--- src/rtl/uart_pkg.sv ---
// rtl/uart_pkg.sv - shared UART types and defaults for the receiver and transmitter
package uart_pkg;

  typedef enum logic [1:0] {
    IDLE  = 2'd0,
    START = 2'd1,
    DATA  = 2'd2,
    STOP  = 2'd3
  } uart_state_e;

  localparam int UART_DATA_BITS    = 8;
  localparam int DEFAULT_CLK_FREQ  = 50_000_000;
  localparam int DEFAULT_BAUD_RATE = 9600;

endpackage

--- src/rtl/uart_rx_sync.sv ---
// rtl/uart_rx_sync.sv - rx pin synchroniser with falling-edge detect
module uart_rx_sync (
  input  logic clk_i,
  input  logic rst_i,
  input  logic rx_i,
  output logic s2_o,
  output logic fall_o
);

  logic s1_q, s2_q, s3_q;
  logic fresh_q, arm_q;

  // The reset-to-1 values are not real line history, so an edge only counts
  // once the pin itself has been seen high after reset.
  always_ff @(posedge clk_i) begin
    if (rst_i) begin
      s1_q    <= 1'b1;
      s2_q    <= 1'b1;
      s3_q    <= 1'b1;
      fresh_q <= 1'b1;
      arm_q   <= 1'b0;
    end else begin
      s1_q    <= rx_i;
      s2_q    <= s1_q;
      s3_q    <= s2_q;
      fresh_q <= 1'b0;
      arm_q   <= arm_q | (s1_q & ~fresh_q);
    end
  end

  assign s2_o   = s2_q;
  assign fall_o = s3_q & ~s2_q & arm_q;

endmodule

--- src/rtl/uart_rx.sv ---
// rtl/uart_rx.sv - 8N1 UART receiver with busy/strobe outputs
module uart_rx
  import uart_pkg::*;
#(
  parameter int CLK_FREQ  = DEFAULT_CLK_FREQ,
  parameter int BAUD_RATE = DEFAULT_BAUD_RATE
) (
  input  logic       sys_clk,
  input  logic       sys_rst,
  input  logic       rs232_rx,
  output logic [7:0] rx_data,
  output logic       rx_int,
  output logic       rx_valid,
  output logic       frame_err
);

  localparam int BIT_CYC  = CLK_FREQ / BAUD_RATE;
  localparam int HALF_CYC = BIT_CYC / 2;
  localparam int CNT_W    = $clog2(BIT_CYC);
  localparam logic [CNT_W-1:0] BIT_LAST  = CNT_W'(BIT_CYC - 1);
  localparam logic [CNT_W-1:0] HALF_LAST = CNT_W'(HALF_CYC - 1);

  uart_state_e state_q, state_d;
  logic [CNT_W-1:0]          cnt_q, cnt_d;
  logic [2:0]                idx_q, idx_d;
  logic [UART_DATA_BITS-1:0] shift_q, shift_d;
  logic [UART_DATA_BITS-1:0] data_q, data_d;
  logic                      valid_q, valid_d;
  logic                      ferr_q, ferr_d;
  logic                      s2, fall;

  uart_rx_sync u_sync (
    .clk_i  (sys_clk),
    .rst_i  (sys_rst),
    .rx_i   (rs232_rx),
    .s2_o   (s2),
    .fall_o (fall)
  );

  always_ff @(posedge sys_clk) begin
    if (sys_rst) begin
      state_q <= IDLE;
      cnt_q   <= '0;
      idx_q   <= '0;
      shift_q <= '0;
      data_q  <= '0;
      valid_q <= 1'b0;
      ferr_q  <= 1'b0;
    end else begin
      state_q <= state_d;
      cnt_q   <= cnt_d;
      idx_q   <= idx_d;
      shift_q <= shift_d;
      data_q  <= data_d;
      valid_q <= valid_d;
      ferr_q  <= ferr_d;
    end
  end

  // Counter restarts on every state entry, so timing re-anchors on each start edge.
  always_comb begin
    state_d = state_q;
    cnt_d   = cnt_q + 1'b1;
    idx_d   = idx_q;
    shift_d = shift_q;
    data_d  = data_q;
    valid_d = 1'b0;
    ferr_d  = 1'b0;
    case (state_q)
      IDLE: begin
        cnt_d = '0;
        if (fall) state_d = START;
      end
      START: begin
        if (cnt_q == HALF_LAST) begin
          cnt_d   = '0;
          idx_d   = '0;
          state_d = s2 ? IDLE : DATA;
        end
      end
      DATA: begin
        if (cnt_q == BIT_LAST) begin
          cnt_d   = '0;
          shift_d = {s2, shift_q[UART_DATA_BITS-1:1]};
          idx_d   = idx_q + 3'd1;
          if (idx_q == 3'd7) state_d = STOP;
        end
      end
      STOP: begin
        if (cnt_q == BIT_LAST) begin
          cnt_d   = '0;
          state_d = IDLE;
          if (s2) begin
            valid_d = 1'b1;
            data_d  = shift_q;
          end else begin
            ferr_d = 1'b1;
          end
        end
      end
      default: state_d = IDLE;
    endcase
  end

  assign rx_data   = data_q;
  assign rx_int    = (state_q != IDLE);
  assign rx_valid  = valid_q;
  assign frame_err = ferr_q;

endmodule
--- config.mk ---
export PLATFORM = sky130hd
export DESIGN_NAME = uart_rx
export DESIGN_NICKNAME = d
export VERILOG_FILES = /design/src/rtl/uart_pkg.sv /design/src/rtl/uart_rx_sync.sv /design/src/rtl/uart_rx.sv
export SDC_FILE = /design/constraint.sdc
export NUM_CORES = 1
export LEC_CHECK = 0
export BUFFER_PORTS_ARGS = -buffer_cell sky130_fd_sc_hd__clkbuf_2
export CORE_MARGIN = 4
export CORE_UTILIZATION = 44
export CTS_CLUSTER_SIZE = 40
export DETAILED_ROUTE_END_ITERATION = 8
export PLACE_DENSITY = 0.66
export SYNTH_ARGS = -nofsm -noshare
export SYNTH_HDL_FRONTEND = slang
export SYNTH_HIERARCHICAL = 1
export SYNTH_SLANG_ARGS = --single-unit
export TNS_END_PERCENT = 20
--- constraint.sdc ---
create_clock -name sys_clk -period 6.4 [get_ports sys_clk]
set_clock_uncertainty 0.1 [all_clocks]
set_input_delay 0.64 -clock sys_clk [delete_from_list [all_inputs] [get_ports sys_clk]]
set_output_delay 0.64 -clock sys_clk [all_outputs]
set_load 0.03 [all_outputs]
==> impl_metrics.py, run 1 <==
metrics = {
    "worst_setup_path": {
        "crit_chain": "ha_1 -> nand4b_1 -> or3_1 -> a32oi_2 -> nor2_1",
        "crit_arrival_ns": 2.41,
        "crit_slowest_cell": "a32oi_2",
        "crit_cells": 5,
        "worstSetupStartpointType": "register",
        "worstPathRequired_ns": 6.45,
        "cp_max_fo": 13,
        "cp_top_family": "simple AND/OR/NAND/NOR gates",
        "r2r-end": "cnt_q[7]$_SDFF_PP0_",
        "path_class": "register to register",
        "worstSetupEndpointType": "register",
        "reg2reg_slack_ns": 4.05,
        "cp-startpoint": "cnt_q[0]$_SDFF_PP0_",
        "r2r_start": "cnt_q[0]$_SDFF_PP0_",
        "max_stage_delay_ns": 0.60,
        "cp_num_buf_inv": 0,
        "r2r_cells": 5,
    },
    "clock_tree": {
        "clock-sinks": 41,
        "insertion_delay_ns": 0.29,
        "cts_hold_buf": 0,
        "postCtsResizedCells": 0,
        "postCtsSetupBuffers": 0,
        "cts_max_level": 2,
        "clk_pin_slew_ns": 0.07,
        "cts_made_buffers": 5,
        "clock_path_buffers": 2,
        "cts_tree": "built",
        "cts_root_buf": "clkbuf_8",
    },
    "route": {
        "wire_per_inst_microns": 12.4,
        "dr.first_iter.drc_count": 50,
        "drcViolationCount": 0,
        "viasPerCell": 5.19,
        "firstDrtPassIters": 4,
        "vias": 1224,
        "ant_nets": 0,
        "drt_wl_total_mm": 2.92,
    },
    "sta": {
        "setup_viol": 0,
        "min_period_ns": 2.35,
        "worst_pin_slew_ns": 0.775,
        "drv_slew": 0,
        "hold_violations": 0,
        "rsz0062_at_grt": "no",
        "max_freq_mhz": 425,
        "maxSlewHeadroom": 0.480,
        "hold_slack_ns": 0.356,
        "fin_crit_sh": 0.368,
        "fin_tns_setup_ns": 0,
    },
    "logic_synthesis": {
        "synth_ff_type": "dfxtp_1",
        "synth_area_leader_cell": "dfxtp_1",
        "yosysUniqueCellTypes": 38,
        "syn_area_per_cell_sq_um": 9.71,
        "syn_inst": 173,
        "synth-edff-count": 0,
        "synth_most_common_cell": "dfxtp_1",
        "netlist_area_sq_mm": 0.00168,
        "synth_seq_cells": 41,
        "synth_nets": 179,
        "ys_warn_count": 6,
        "synth_common_cells": "dfxtp_1 (41), nor2_1 (35), mux2i_1 (17)",
        "yosysTopAreaCellShare": 0.489,
        "synthTopCellsByArea": "dfxtp_1 (49%), mux2i_1 (10%), nor2_1 (7.8%), xnor2_1 (5.2%), ha_1 (2.2%)",
        "yosysSeqAreaShare": 0.489,
        "synthArstFlopShare": 0,
    },
    "power": {
        "comb_power_share": 0.043,
        "powerDensity_mw_per_mm2": 236,
        "p_int_mw": 0.341,
        "ir_drop_uv": 110,
        "clkPwrFrac": 0.360,
        "sequentialPowerShare": 0.597,
        "swShare": 0.229,
        "p_leak_nw": 0.627,
        "power_switching_mw": 0.101,
    },
    "place": {
        "place.gp.congestion": 0.773,
        "place_hpwl_mm": 2.11,
        "dpl-instance-area_sq_mm": 0.00178,
        "port_buffers": 13,
    },
    "flow_run": {
        "drv_cap": 0,
    },
    "layout": {
        "n_antenna_cell": 0,
        "final_cell_area_sq_mm": 0.00187,
        "drive_gt1_frac": 0.154,
        "syn_to_final_growth_pct": 11.4,
        "nets": 193,
    },
    "global_routing": {
        "grt_use_total": 0.131,
        "grt_pass1_wl_mm": 5.25,
        "grt-ovfl-total": 0,
        "grt_max_degree": 31,
        "grt_pass1_vias": 1196,
        "grt_antenna_before_repair": 0,
    },
    "worst_hold_path": {
        "hp-class": "register to register",
        "min_to": "u_sync/arm_q$_SDFF_PP0_",
        "whs_path_depth": 2,
        "worstHoldStart": "u_sync/arm_q$_SDFF_PP0_",
    },
    "run_status": {
        "outcome": "finished, final reports clean",
    },
    "floorplan": {
        "core_sq_mm": 0.00366,
        "initial_utilization": 0.459,
        "die_h_microns": 69.8,
        "num_rows": 22,
        "io_pins": 14,
        "dieWidth_microns": 69.8,
        "fp.dieArea_sq_mm": 0.00487,
    },
}
## kinds of logic (layout without fill, tap and decap cells)
kind of cell / Yosys count / in the layout / synth area share
multiplexers: 17 / 17 / 0.101
AO/OA/AOI/OAI: 12 / 12 / 0.0544
XOR/XNOR: 11 / 11 / 0.0574
AND/OR/NAND/NOR: 77 / 77 / 0.244
buffers and inverters: 12 / 27 / 0.0313
adder cells (fa/ha/maj): 3 / 3 / 0.0224
flip-flops: 41 / 41 / 0.489
## metal layers
layer,up-vias,share of wire,GRT usage
met5,-,0,0
met4,0,0.020,0.0574
met3,8,0.043,0.0304
met2,22,0.48,0.225
met1,574,0.46,0.156
li1,620,-,-
## sequential cells by signal (all words and copies together), names as in the netlist, named ones only
| signal | count |
|---|---|
| rx_valid | 1 |
| idx_q | 3 |
| u_sync/s2_o | 1 |
| u_sync/s1_q | 1 |
| frame_err | 1 |
| state_q | 1 |
| u_sync/fresh_q | 1 |
| u_sync/arm_q | 1 |
| u_sync/s3_q | 1 |
| rx_data | 8 |
| cnt_q | 13 |
| shift_q | 8 |
## worst max-delay path by stage
stage                                endpoint
after floorplan           cnt_q[4]$_SDFF_PP0_
after global placement    cnt_q[9]$_SDFF_PP0_
after detailed placement  cnt_q[5]$_SDFF_PP0_
after CTS                 cnt_q[3]$_SDFF_PP0_
after global routing      cnt_q[2]$_SDFF_PP0_
final                     cnt_q[7]$_SDFF_PP0_
## worst register-to-register path, delay by kind of cell (launching register included)
family	cells	cell delay, ns
AO/OA/AOI/OAI	1	0.60
adder cells (fa/ha/maj)	1	0.25
flip-flops	1	0.38
AND/OR/NAND/NOR	3	0.89
## final cells by class
class / count / area (sq um)
Timing Repair Buffer: 14 / 72.6
Clock inverter: 3 / 17.5
Inverter: 5 / 18.8
Tap cell: 48 / 60.1
Multi-Input combinational cell: 120 / 812
Fill cell: 351 / 1790
Sequential cell: 41 / 821
Clock buffer: 5 / 68.8
## cell usage in the layout (no fill, tap or decap), drive strengths merged, types with 2 or more instances in the layout
| cell | count |
|---|---|
| or2 | 4 |
| dfxtp | 41 |
| clkinv | 2 |
| xnor2 | 10 |
| nor4 | 4 |
| mux2i | 17 |
| o211ai | 3 |
| clkbuf | 18 |
| nor2 | 35 |
| inv | 5 |
| nand3 | 7 |
| ha | 3 |
| nand4 | 3 |
| nand2b | 5 |
| nor3 | 4 |
| a21oi | 4 |
| nand2 | 6 |
## stage by stage
stage,setup slack (ns),utilization,std cells,total power [mW]
after global placement,4.15,0.487,228,0.288
final,4.05,0.511,236,0.442
after detailed placement,4.00,0.487,228,0.289
after global routing,3.81,0.511,236,0.462
after CTS,4.00,0.511,236,0.449
after floorplan,4.35,-,173,0.285
## power groups by stage
stage | clock network, mW | logic [mW] | registers (mW)
2_1_floorplan | 0 | 0.0186 | 0.266
3_3_place_gp | 0 | 0.0187 | 0.269
3_5_place_dp | 0 | 0.0195 | 0.270
4_1_cts | 0.166 | 0.0196 | 0.264
5_1_grt | 0.176 | 0.0214 | 0.265
6_report | 0.159 | 0.0191 | 0.264
Power figures use the tool's default switching activity.
==> inputs of run 2 (changes only) <==
--- a/config.mk
+++ b/config.mk
@@ -10,7 +10,7 @@
 export CORE_UTILIZATION = 44
 export CTS_CLUSTER_SIZE = 40
 export DETAILED_ROUTE_END_ITERATION = 8
-export PLACE_DENSITY = 0.66
+export PLACE_DENSITY = 0.68
 export SYNTH_ARGS = -nofsm -noshare
 export SYNTH_HDL_FRONTEND = slang
 export SYNTH_HIERARCHICAL = 1
==> constraint.sdc (replaced) <==
create_clock -name sys_clk -period 2 [get_ports sys_clk]
set_clock_uncertainty 0.1 [all_clocks]
set_input_delay 0.2 -clock sys_clk [delete_from_list [all_inputs] [get_ports sys_clk]]
set_output_delay 0.2 -clock sys_clk [all_outputs]
set_load 0.03 [all_outputs]
==> run 2 against run 1 <==
Net effect:
- critical path depth is 1 higher
- via count is 3.4% higher
- register-to-register slack worse by 4.0 ns
- fmax is 23% higher
- global-route usage is 0.30 points higher
==> impl_metrics.py, run 2 (same netlist as run 1, synthesis figures left out) <==
metrics = {
    "sta": {
        "min_period_ns": 1.92,
        "setup_viol": 0,
        "worst_pin_slew_ns": 0.348,
        "fin_crit_sh": 0.960,
        "hold_violations": 0,
        "drv_slew": 0,
        "hold_slack_ns": 0.0621,
        "maxSlewHeadroom": 0.766,
        "max_freq_mhz": 521,
    },
    "layout": {
        "stdcell_count": 250,
        "largest_reg_flops": 13,
        "nets": 207,
        "syn_to_final_growth_pct": 19.4,
        "drive_gt1_frac": 0.218,
        "top_register": "cnt_q",
        "n_antenna_cell": 0,
        "final_core_util": 0.548,
        "final_common_cell": "dfxtp_1",
        "final_cell_mix": "dfxtp_1 (39), nor2_1 (35), mux2i_1 (17)",
        "final_cell_area_sq_mm": 0.00201,
        "num-fill-cells": 336,
    },
    "floorplan": {
        "io_pins": 14,
        "dieWidth_microns": 69.8,
        "die_h_microns": 69.8,
        "num_rows": 22,
        "core_sq_mm": 0.00366,
        "fp.dieArea_sq_mm": 0.00487,
        "initial_utilization": 0.459,
    },
    "worst_setup_path": {
        "worstSetupStartpointType": "register",
        "reg2reg_slack_ns": 0.08,
        "path_class": "register to register",
        "crit_arrival_ns": 2.00,
        "worstPathRequired_ns": 2.08,
        "r2r_start": "cnt_q[11]$_SDFF_PP0_",
        "r2r-end": "rx_data[6]$_SDFFE_PP0P_",
        "cp_top_family": "simple AND/OR/NAND/NOR gates",
        "crit_chain": "or4b_4 -> buf_4 -> nor4_4 -> buf_4 -> mux2i_1 -> nor2_1",
        "cp_num_buf_inv": 2,
        "cp_max_fo": 8,
        "max_stage_delay_ns": 0.52,
        "r2r_cells": 6,
        "worstSetupEndpointType": "register",
        "cpMostUsedCell": "buf_4",
        "crit_slowest_cell": "or4b_4",
    },
    "power": {
        "swShare": 0.234,
        "p_int_mw": 1.10,
        "comb_power_share": 0.053,
        "clkPwrFrac": 0.361,
        "power_switching_mw": 0.337,
        "sequentialPowerShare": 0.586,
        "powerDensity_mw_per_mm2": 717,
        "p_leak_nw": 0.716,
        "ir_drop_uv": 281,
    },
    "clock_tree": {
        "clock_path_buffers": 2,
        "cts_max_level": 2,
        "cts_made_buffers": 5,
        "postCtsSetupBuffers": 0,
        "cts_root_buf": "clkbuf_8",
        "clock-sinks": 41,
        "cts_tree": "built",
        "clk_pin_slew_ns": 0.08,
        "insertion_delay_ns": 0.29,
    },
    "flow_run": {
        "drv_cap": 0,
    },
    "route": {
        "drcViolationCount": 0,
        "wire_per_inst_microns": 11.9,
        "viasPerCell": 5.06,
        "firstDrtPassIters": 5,
        "dr.first_iter.drc_count": 61,
        "drt_wl_total_mm": 2.98,
        "vias": 1266,
        "ant_nets": 0,
    },
    "global_routing": {
        "grt-ovfl-total": 0,
        "grt_pass1_wl_mm": 5.42,
        "grt_use_total": 0.134,
        "grt_pass1_vias": 1287,
        "grt_antenna_before_repair": 0,
        "grt_max_degree": 21,
    },
    "place": {
        "place.gp.congestion": 0.840,
        "dpl-instance-area_sq_mm": 0.00190,
        "port_buffers": 13,
        "dp_cells": 241,
        "place_hpwl_mm": 2.16,
    },
    "worst_hold_path": {
        "worstHoldStart": "sys_rst",
        "whs_path_depth": 1,
        "min_to": "u_sync/fresh_q$_DFF_P_",
        "hp-class": "input pin to register",
    },
    "run_status": {
        "outcome": "finished, final reports clean",
    },
}
[run 2: cell count changes in the layout (fill, tap and decap cells not counted), sizes merged]
| cell | change |
|---|---|
| dlygate4sd3 | +1 |
| buf | +13 |
[run 2: repair_timing]
item	CTS	global route
endpoints found under the setup margin	0	8
hold buffers	1	0
gates resized for setup	0	3
hold endpoints to repair	1	0
[run 2: area by class of cell]
class	instances	area (sq um)	area share
multi-input combinational	120	821	0.409
sequential	41	823	0.410
inverter	5	18.8	0.00936
tap	48	60.1	0.0299
clock buffer	5	68.8	0.0343
timing repair buffer	28	196	0.0979
clock inverter	3	17.5	0.00873
[run 2: how the worst max path moves through the flow]
| stage | startpoint | end | depth (start not counted) |
|---|---|---|---|
| 2_1_floorplan | cnt_q[11]$_SDFF_PP0_ | cnt_q[11]$_SDFF_PP0_ | 6 |
| 3_3_place_gp | cnt_q[11]$_SDFF_PP0_ | shift_q[6]$_SDFFE_PP0P_ | 6 |
| 3_5_place_dp | cnt_q[11]$_SDFF_PP0_ | shift_q[7]$_SDFFE_PP0P_ | 6 |
| 4_1_cts | cnt_q[11]$_SDFF_PP0_ | shift_q[3]$_SDFFE_PP0P_ | 6 |
| 5_1_grt | cnt_q[1]$_SDFF_PP0_ | shift_q[5]$_SDFFE_PP0P_ | 7 |
| 6_report | cnt_q[11]$_SDFF_PP0_ | rx_data[6]$_SDFFE_PP0P_ | 6 |
[run 2: power by group through the flow]
| stage | clock network [mW] | logic [mW] | registers, mW |
|---|---|---|---|
| 5_1_grt | 0.576 | 0.0832 | 0.847 |
| 4_1_cts | 0.541 | 0.0756 | 0.843 |
| 2_1_floorplan | 0 | 0.0596 | 0.853 |
| 3_5_place_dp | 0 | 0.0737 | 0.863 |
| 6_report | 0.519 | 0.0759 | 0.844 |
| 3_3_place_gp | 0 | 0.0706 | 0.862 |
[run 2: layer usage]
layer	global-route usage	vias up	part of all wire
li1	-	653	-
met1	0.153	590	0.45
met2	0.240	19	0.50
met3	0.0333	4	0.037
met4	0.0511	0	0.0097
met5	0	-	0
[run 2: stage by stage]
step	total power, mW	TNS, ns	setup slack (ns)
global route	1.51	-0.0398	-0.0256
detailed placement	0.936	0	0.0583
finish	1.44	0	0.0795
CTS	1.46	0	0.00751
floorplan	0.912	-0.137	-0.0164
global placement	0.932	0	0.0691
==> inputs of run 3 (changes only) <==
==> constraint.sdc (replaced) <==
create_clock -name sys_clk -period 2 [get_ports sys_clk]
set_clock_uncertainty 0.1 [all_clocks]
set_input_delay 0.1 -clock sys_clk [delete_from_list [all_inputs] [get_ports sys_clk]]
set_output_delay 0.1 -clock sys_clk [all_outputs]
set_load 0.03 [all_outputs]
==> run 3 against run 2 <==
Net effect:
- sequential share of layout area shrank 0.20 points
- global-route usage shrank 0.27 points
- flip-flop and latch count unchanged
- cell area is 0.50% higher
- worst setup slack improved by 0.0041 ns
- largest power group unchanged
- critical path depth is the same
- hold slack improved by 0.27 ns
- fmax grew 0.22%
- register-to-register slack about the same
- final cell count rose by 0.40%
- via count down 1.0%
==> impl_metrics.py, run 3 (same netlist as run 1, synthesis figures left out) <==
metrics = {
    "worst_setup_path": {
        "path_class": "register to register",
        "reg2reg_slack_ns": 0.08,
        "worstSetupEndpointType": "register",
        "r2r_start": "cnt_q[11]$_SDFF_PP0_",
        "worstPathRequired_ns": 2.08,
        "cp_max_fo": 8,
        "r2r-end": "rx_data[6]$_SDFFE_PP0P_",
        "worstSetupStartpointType": "register",
        "r2r_cells": 6,
        "crit_arrival_ns": 2.00,
    },
    "global_routing": {
        "grt_max_degree": 21,
        "grt_pass1_wl_mm": 5.32,
        "grt_antenna_before_repair": 0,
        "grt_pass1_vias": 1276,
        "grt_use_total": 0.132,
        "grt-ovfl-total": 0,
    },
    "clock_tree": {
        "insertion_delay_ns": 0.29,
        "cts_max_level": 2,
        "clk_pin_slew_ns": 0.08,
        "cts_root_buf": "clkbuf_8",
        "cts_made_buffers": 5,
        "cts_tree": "built",
        "clock-sinks": 41,
        "clock_path_buffers": 2,
    },
    "worst_hold_path": {
        "whs_path_depth": 1,
        "worstHoldStart": "cnt_q[0]$_SDFF_PP0_",
        "hp-class": "register to register",
        "min_to": "cnt_q[0]$_SDFF_PP0_",
    },
    "route": {
        "dr.first_iter.drc_count": 72,
        "drcViolationCount": 0,
        "wire_per_inst_microns": 11.7,
        "drt_wl_total_mm": 2.94,
        "vias": 1253,
        "ant_nets": 0,
        "firstDrtPassIters": 4,
        "viasPerCell": 4.99,
    },
    "layout": {
        "final_cell_area_sq_mm": 0.00202,
        "final_cell_mix": "dfxtp_1 (39), nor2_1 (35), mux2i_1 (17)",
        "seq_area_sq_um": 823,
        "final_common_cell": "dfxtp_1",
        "num-fill-cells": 336,
        "drive_gt1_frac": 0.217,
        "stdcell_count": 251,
        "syn_to_final_growth_pct": 20.0,
        "top_register": "cnt_q",
        "nets": 208,
        "largest_reg_flops": 13,
        "multi_input_area_sq_um": 821,
        "n_antenna_cell": 0,
    },
    "place": {
        "dpl-instance-area_sq_mm": 0.00190,
        "place_hpwl_mm": 2.16,
        "port_buffers": 13,
        "dp_cells": 241,
        "place.gp.congestion": 0.840,
    },
    "floorplan": {
        "num_rows": 22,
        "initial_utilization": 0.459,
        "io_pins": 14,
        "core_sq_mm": 0.00366,
        "dieWidth_microns": 69.8,
        "die_h_microns": 69.8,
        "fp.dieArea_sq_mm": 0.00487,
    },
    "sta": {
        "hold_violations": 0,
        "max_freq_mhz": 522,
        "setup_viol": 0,
        "hold_slack_ns": 0.335,
        "drv_slew": 0,
        "fin_crit_sh": 0.958,
        "maxSlewHeadroom": 0.768,
        "min_period_ns": 1.92,
        "worst_pin_slew_ns": 0.345,
    },
    "power": {
        "comb_power_share": 0.053,
        "sequentialPowerShare": 0.583,
        "clkPwrFrac": 0.363,
        "powerDensity_mw_per_mm2": 718,
        "p_int_mw": 1.10,
        "swShare": 0.237,
        "ir_drop_uv": 285,
        "p_leak_nw": 0.720,
        "power_switching_mw": 0.343,
        "p_total_mw": 1.45,
    },
    "flow_run": {
        "drv_cap": 0,
    },
    "run_status": {
        "outcome": "finished, final reports clean",
    },
}
-- run 3: cell type report --
| class | instances | area share |
|---|---|---|
| clock inverter | 3 | 0.00869 |
| timing repair buffer | 29 | 0.102 |
| inverter | 5 | 0.00931 |
| multi-input combinational | 120 | 0.407 |
| sequential | 41 | 0.408 |
| clock buffer | 5 | 0.0341 |
| tap | 48 | 0.0298 |
-- run 3: how the worst max path moves through the flow --
| stage | from | end | cells past startpoint |
|---|---|---|---|
| detailed placement | cnt_q[11]$_SDFF_PP0_ | shift_q[7]$_SDFFE_PP0P_ | 6 |
| global route | cnt_q[1]$_SDFF_PP0_ | shift_q[5]$_SDFFE_PP0P_ | 7 |
| CTS | cnt_q[11]$_SDFF_PP0_ | shift_q[3]$_SDFFE_PP0P_ | 6 |
| global placement | cnt_q[11]$_SDFF_PP0_ | shift_q[6]$_SDFFE_PP0P_ | 6 |
| finish | cnt_q[11]$_SDFF_PP0_ | rx_data[6]$_SDFFE_PP0P_ | 6 |
| floorplan | cnt_q[11]$_SDFF_PP0_ | cnt_q[11]$_SDFF_PP0_ | 6 |
-- run 3: what timing repair did --
action                                  4_1_cts  5_1_grt
setup buffers                                 0        0
endpoints found under the hold margin         3        0
hold buffers                                  2        0
resized for setup                             0        3
endpoints found under the setup margin        0        8
-- run 3: routing by layer --
| metal | routed length (microns) | track usage | up-vias |
|---|---|---|---|
| met5 | 0 | 0 | - |
| met4 | 29 | 0.0511 | 0 |
| met3 | 96 | 0.0333 | 4 |
| met2 | 1410 | 0.230 | 13 |
| met1 | 1400 | 0.153 | 583 |
| li1 | - | - | 653 |
-- run 3: power groups by stage --
stage / Clock, mW / Combinational [mW] / Sequential, mW
final: 0.526 / 0.0770 / 0.844
after detailed placement: 0 / 0.0737 / 0.863
after floorplan: 0 / 0.0596 / 0.853
after CTS: 0.541 / 0.0772 / 0.843
after global placement: 0 / 0.0706 / 0.862
after global routing: 0.577 / 0.0843 / 0.847
-- run 3: stage by stage --
stage,setup TNS (ns),utilization,setup slack (ns)
floorplan,-0.137,-,-0.0164
global placement,0,0.518,0.0691
detailed placement,0,0.518,0.0583
CTS,0,0.547,0.00751
global route,-0.0299,0.551,-0.0215
finish,0,0.551,0.0837
-- run 3: worst max-delay path, cell delays in order, from the launching register on --
cell,delay [ns]
dfxtp_2,0.32
or4b_4,0.52
buf_4,0.17
nor4_4,0.19
buf_4,0.23
mux2i_1,0.21
nor2_1,0.07
